$ cat src/rtl/fb_pkg.sv
// Shared geometry, widths and state encoding for the text framebuffer port arbiter.
package fb_pkg;
  localparam int COLS  = 80;
  localparam int ROWS  = 30;
  localparam int CELLS = COLS * ROWS;
  localparam int AW    = 12;
  localparam int DW    = 8;
  localparam logic [DW-1:0] CLR_CHAR = 8'h20;

  typedef enum logic {IDLE, CLEAR} fb_state_e;
endpackage

$ cat src/rtl/fb_clear_seq.sv
// Clear address sequencer: walks 0..NCELLS-1 one step per granted cycle and flags the last cell.
module fb_clear_seq #(
  parameter int ADDR_W = 12,
  parameter int NCELLS = 2400
) (
  input  logic              clk,
  input  logic              rst,
  input  logic              start,
  input  logic              step,
  output logic [ADDR_W-1:0] addr,
  output logic              last
);
  localparam logic [ADDR_W-1:0] LAST_ADDR = ADDR_W'(NCELLS - 1);

  logic [ADDR_W-1:0] addr_q, addr_d;

  // Wrap to 0 after the last cell so the counter never leaves the screen range.
  always_comb begin
    addr_d = addr_q;
    if (start)     addr_d = '0;
    else if (step) addr_d = (addr_q == LAST_ADDR) ? '0 : addr_q + 1'b1;
  end

  always_ff @(posedge clk or negedge rst) begin
    if (!rst) addr_q <= '0;
    else      addr_q <= addr_d;
  end

  assign addr = addr_q;
  assign last = (addr_q == LAST_ADDR);
endmodule

$ cat src/rtl/fb_port_arbiter.sv
// Single-port RAM arbiter: display fetch > full-screen clear > host write, with a
// fixed two-cycle registered fetch pipeline.
module fb_port_arbiter #(
  parameter int COLS = fb_pkg::COLS,
  parameter int ROWS = fb_pkg::ROWS,
  parameter int AW   = fb_pkg::AW,
  parameter int DW   = fb_pkg::DW,
  parameter logic [DW-1:0] CLR_CHAR = fb_pkg::CLR_CHAR
) (
  input  logic          clk,
  input  logic          rst,
  input  logic          disp_req,
  input  logic [AW-1:0] disp_addr,
  output logic [DW-1:0] disp_data,
  output logic          disp_valid,
  input  logic          wr_valid,
  output logic          wr_ready,
  input  logic [AW-1:0] wr_addr,
  input  logic [DW-1:0] wr_data,
  input  logic          clr_start,
  output logic          clr_busy,
  output logic [7:0]    wr_drop_cnt,
  output logic          ram_en,
  output logic          ram_we,
  output logic [AW-1:0] ram_addr,
  output logic [DW-1:0] ram_wdata,
  input  logic [DW-1:0] ram_rdata
);
  localparam int            CELLS   = COLS * ROWS;
  localparam logic [AW-1:0] CELLS_A = AW'(CELLS);

  fb_pkg::fb_state_e state_q;
  logic              clr_busy_q;
  logic [AW-1:0]     clr_addr;
  logic              clr_last, clr_gnt, clr_load;
  logic              disp_inrng, wr_inrng, wr_acc;

  assign disp_inrng = (disp_addr < CELLS_A);
  assign wr_inrng   = (wr_addr < CELLS_A);
  assign clr_gnt    = (state_q == fb_pkg::CLEAR) && !disp_req;
  assign clr_load   = (state_q == fb_pkg::IDLE) && clr_start;
  assign wr_ready   = (state_q == fb_pkg::IDLE) && !disp_req && !clr_start;
  assign wr_acc     = wr_valid && wr_ready;

  always_ff @(posedge clk or negedge rst) begin
    if (!rst) begin
      state_q    <= fb_pkg::IDLE;
      clr_busy_q <= 1'b0;
    end else begin
      case (state_q)
        fb_pkg::IDLE: if (clr_start) begin
          state_q    <= fb_pkg::CLEAR;
          clr_busy_q <= 1'b1;
        end
        fb_pkg::CLEAR: if (clr_gnt && clr_last) begin
          state_q    <= fb_pkg::IDLE;
          clr_busy_q <= 1'b0;
        end
        default: begin
          state_q    <= fb_pkg::IDLE;
          clr_busy_q <= 1'b0;
        end
      endcase
    end
  end

  assign clr_busy = clr_busy_q;

  fb_clear_seq #(.ADDR_W(AW), .NCELLS(CELLS)) u_clr_seq (
    .clk   (clk),
    .rst   (rst),
    .start (clr_load),
    .step  (clr_gnt),
    .addr  (clr_addr),
    .last  (clr_last)
  );

  // An out-of-range fetch still owns the port that cycle; it just leaves ram_en low.
  always_comb begin
    ram_en    = 1'b0;
    ram_we    = 1'b0;
    ram_addr  = disp_addr;
    ram_wdata = '0;
    if (disp_req) begin
      ram_en   = disp_inrng;
      ram_addr = disp_addr;
    end else if (clr_gnt) begin
      ram_en    = 1'b1;
      ram_we    = 1'b1;
      ram_addr  = clr_addr;
      ram_wdata = CLR_CHAR;
    end else if (wr_acc) begin
      ram_en    = wr_inrng;
      ram_we    = wr_inrng;
      ram_addr  = wr_addr;
      ram_wdata = wr_data;
    end
  end

  logic [2:1]    vld_pipe_q, vld_pipe_d;
  logic          oob_q, oob_d;
  logic [DW-1:0] disp_data_q, disp_data_d;
  logic [7:0]    drop_q, drop_d;

  always_comb begin
    vld_pipe_d[1] = disp_req;
    vld_pipe_d[2] = vld_pipe_q[1];
    oob_d         = !disp_inrng;
    disp_data_d   = disp_data_q;
    if (vld_pipe_q[1]) disp_data_d = oob_q ? '0 : ram_rdata;
    drop_d = drop_q;
    if (wr_acc && !wr_inrng && drop_q != 8'hFF) drop_d = drop_q + 8'd1;
  end

  always_ff @(posedge clk or negedge rst) begin
    if (!rst) begin
      vld_pipe_q  <= '0;
      oob_q       <= 1'b0;
      disp_data_q <= '0;
      drop_q      <= '0;
    end else begin
      vld_pipe_q  <= vld_pipe_d;
      oob_q       <= oob_d;
      disp_data_q <= disp_data_d;
      drop_q      <= drop_d;
    end
  end

  assign disp_valid  = vld_pipe_q[2];
  assign disp_data   = disp_data_q;
  assign wr_drop_cnt = drop_q;
endmodule

$ cat config.mk
export PLATFORM = sky130hd
export DESIGN_NAME = fb_port_arbiter
export DESIGN_NICKNAME = d
export VERILOG_FILES = /design/src/rtl/fb_pkg.sv /design/src/rtl/fb_clear_seq.sv /design/src/rtl/fb_port_arbiter.sv
export SDC_FILE = /design/constraint.sdc
export NUM_CORES = 1
export LEC_CHECK = 0
export ABC_AREA = 1
export CAP_MARGIN = 5
export CORE_ASPECT_RATIO = 2
export CORE_MARGIN = 4
export CORE_UTILIZATION = 44
export CTS_CLUSTER_SIZE = 10
export DETAILED_ROUTE_END_ITERATION = 8
export GPL_ROUTABILITY_DRIVEN = 0
export PLACE_DENSITY = 0.8
export SLEW_MARGIN = 30
export SYNTH_ARGS = -nofsm -noshare
export SYNTH_HDL_FRONTEND = slang
export SYNTH_HIERARCHICAL = 1
export SYNTH_SLANG_ARGS = --single-unit
export TNS_END_PERCENT = 10
$ cat constraint.sdc
create_clock -name clk -period 1.7 [get_ports clk]
set_input_delay 0.17 -clock clk [delete_from_list [all_inputs] [get_ports clk]]
set_output_delay 0.17 -clock clk [all_outputs]
set_load 0.005 [all_outputs]
==> flow_summary.json <==
{
  "yosysSeqAreaShare_pct": 36.6,
  "synthesized_area_per_cell_um2": 6.53,
  "final_hold_viol_count": 0,
  "worstReg2RegEnd": "u_clr_seq/addr[10]$_DFFE_PN0P_",
  "post-route-min-period_ps": 1900,
  "cts.clk_slew.worst_paths_ps": 80,
  "setup_ws_ps": -200,
  "crit_path_cell_trace": "nor2_4 > nand3_4 > bufbuf_16 > a21oi_1 > o21ai_0 > nand3_1 > clkdlybuf4s15_2",
  "initial_standard_cell_utilization_of_the_core_pct": 45.9,
  "max_cap_violations": 0,
  "io_buffers": 85,
  "worst_hold_path_type": "in2async",
  "crit_required_ps": 1530,
  "violations": "setup timing",
  "drt_pass1_iterations": 4,
  "timing.critical_path.from": "state_q$_DFF_PN0_",
  "dp_worst_setup_slack_ps": -375,
  "drt_wl_total_mm": 7.33,
  "r2r-start": "state_q$_DFF_PN0_",
  "crit_fanout": 7,
  "insertedDiodeCount": 0,
  "postSynth.asyncResetShare_pct": 100,
  "synth.yosys.warnings": 6,
  "layout.cells.most_common": "sky130_fd_sc_hd__nand2_1",
  "drive_gt1_share_pct": 18.0,
  "r2r.worst_path.cells": 11,
  "die_h_um": 109,
  "maxSlewViolCount": 0,
  "timing.slew.headroom_pct": 70.5,
  "yosys_most_used_dff": "sky130_fd_sc_hd__dfrtp_1",
  "power_density_mw_per_mm2": 629,
  "cts.path.max_buffers": 2,
  "tns_ps": -1780,
  "synth_top_cell_by_area": "sky130_fd_sc_hd__dfrtp_1",
  "clk_latency_ps": 290,
  "detail_route.iter0.violations": 106,
  "grtUsageTotal_pct": 23.6,
  "critPathKind": "reg2out",
  "grt_pass1_vias": 2703,
  "post-layout-total-power_uw": 2180,
  "crit_arrival_ps": 1730,
  "post_synth_edffs": 0,
  "grt_start_max_net_pins": 34,
  "critical_path.endpoint": "ram_addr[10]",
  "tritoncts.num_buffers": 5,
  "core_footprint_mm2": 0.00491,
  "timing.fmax_ghz": 0.526,
  "setup_repair_after_global_routing_missed_its_margin": "true",
  "numClockSinks": 33,
  "timing.critical_path.slowest_cell_delay_ps": 410,
  "cts-htree-levels": 2,
  "drc_errors": 0,
  "die_width_um": 58.6,
  "worst_clock_skew_ps": 9.88,
  "die_area_mm2": 0.00640,
  "i_o_pin_total": 86,
  "area_delta_synth_final_pct": 54.1,
  "cp_num_buf_inv": 2,
  "synth_top_area_share_pct": 36.6,
  "period_share_pct": 112,
  "finalNetCount": 507,
  "syn_nets": 392,
  "root_buffer": "sky130_fd_sc_hd__clkbuf_8",
  "r2r_slack_ps": 150,
  "tritoncts": "built",
  "worstSetupStartpointType": "register",
  "critical_path_depth": 7,
  "type_of_element_capturing_the_critical_path": "output port",
  "initial_antenna_violation_count": 0,
  "globalRouteOverflowTotal": 0,
  "postSynthCellCount": 345,
  "finish.utilization_pct": 70.7,
  "vias": 2637,
  "summed_instance_area_of_the_synthesized_netlist_mm2": 0.00225,
  "detail_route.wl_per_cell_um": 14.2,
  "worstMarginPinSlew_ps": 443,
  "detail_route.vias_per_cell": 5.09,
  "slowest_cp_cell": "sky130_fd_sc_hd__dfrtp_1",
  "vdd_ir_drop_max_v": 0.000504,
  "synth_area_leaders": "sky130_fd_sc_hd__dfrtp_1 (37%), sky130_fd_sc_hd__nand2_1 (20%), sky130_fd_sc_hd__inv_1 (9.2%)",
  "worst_path_dominant_cell_family": "buffers and inverters",
  "cell_rows": 36,
  "hpwl_mm": 5.75,
  "status": "complete, but fails checks",
  "wire_length_of_the_first_global_routing_pass_mm": 11.6,
  "drtAntennaViolNets": 0,
  "netlist-cell-type-count": 28,
  "mostFrequentLayoutCells": "sky130_fd_sc_hd__nand2_1 (120), sky130_fd_sc_hd__clkdlybuf4s50_1 (62), sky130_fd_sc_hd__inv_1 (51)",
  "synth_seq_cells": 33,
  "static_leak_uw": 0.00179,
  "timing.final.setup_violations": 16
}
==> where the power goes <==
part / total, µW / internal, µW / switching (µW)
clock network: 600 / 283 / 317
registers: 976 / 873 / 104
logic: 609 / 307 / 302
==> synth_stat cells (2+ instances only) <==
master and count:
sky130_fd_sc_hd__nand2_1 122, sky130_fd_sc_hd__inv_1 55, sky130_fd_sc_hd__dfrtp_1 33, sky130_fd_sc_hd__nand3_1 30
sky130_fd_sc_hd__nor2_1 29, sky130_fd_sc_hd__o21ai_0 25, sky130_fd_sc_hd__a21oi_1 11, sky130_fd_sc_hd__nand4_1 10
sky130_fd_sc_hd__buf_6 3, sky130_fd_sc_hd__xor2_1 3, sky130_fd_sc_hd__buf_4 2, sky130_fd_sc_hd__ha_1 2
sky130_fd_sc_hd__nand2_2 2, sky130_fd_sc_hd__nand3_4 2, sky130_fd_sc_hd__nor2_2 2, sky130_fd_sc_hd__nor2_4 2
==> through the flow <==
| stage | cell area, µm² | hold slack, ps | instances |
|---|---|---|---|
| after floorplan | 2250 | -126 | 345 |
| after global placement | 3310 | 475 | 502 |
| after detailed placement | 3310 | 515 | 502 |
| after CTS | 3440 | 300 | 515 |
| after global routing | 3470 | 322 | 518 |
| final | 3470 | 279 | 518 |
==> flip-flops by register name (all words and copies together) (netlist names) <==
| signal | flops |
|---|---|
| clr_busy | 1 |
| vld_pipe_q | 2 |
| state_q | 1 |
| oob_q | 1 |
| wr_drop_cnt | 8 |
| disp_data | 8 |
| u_clr_seq/addr | 12 |
==> what timing repair did <==
action / in CTS / in global routing
hold buffers: 0 / 0
buffers inserted: 4 / 3
gates cloned: 1 / 0
setup endpoints to repair: 23 / 26
pin swaps: 1 / 1
hold endpoints to repair: 0 / 0
gates resized for setup: 76 / 27
==> worst min-delay path by stage <==
| stage | start | endpoint | slack (ps) |
|---|---|---|---|
| after floorplan | rst | clr_busy$_DFFE_PN0P_ | -130 |
| after global placement | clr_busy$_DFFE_PN0P_ | clr_busy$_DFFE_PN0P_ | 470 |
| after detailed placement | disp_data[5]$_DFFE_PN0P_ | disp_data[5]$_DFFE_PN0P_ | 510 |
| after CTS | rst | u_clr_seq/addr[10]$_DFFE_PN0P_ | 300 |
| after global routing | rst | u_clr_seq/addr[10]$_DFFE_PN0P_ | 320 |
| final | rst | u_clr_seq/addr[10]$_DFFE_PN0P_ | 280 |
==> kinds of logic after synthesis <==
| family | after synthesis | synth area share (%) |
|---|---|---|
| flip-flops | 33 | 36.6 |
| adder cells (fa/ha/maj) | 2 | 1.11 |
| AND/OR/NAND/NOR | 202 | 39.3 |
| AO/OA/AOI/OAI | 41 | 9.66 |
| buffers and inverters | 64 | 12.1 |
| XOR/XNOR | 3 | 1.17 |
==> area by class of cell <==
class	count	area, µm²
Tap cell	57	71.3
Clock inverter	3	17.5
Multi-Input combinational cell	248	1200
Sequential cell	33	826
Clock buffer	5	68.8
Fill cell	410	1440
Inverter	57	220
Timing Repair Buffer	115	1070
==> routing by layer <==
metal / part of all wire [%] / vias to the layer above / global-route usage, %
met5: 0 / - / 0
met1: 33 / 1207 / 21.3
met2: 58 / 95 / 47.8
met3: 4.3 / 29 / 3.08
li1: - / 1306 / -
met4: 5.3 / 0 / 11.8
No activity file was read; power rests on OpenSTA's default activity.
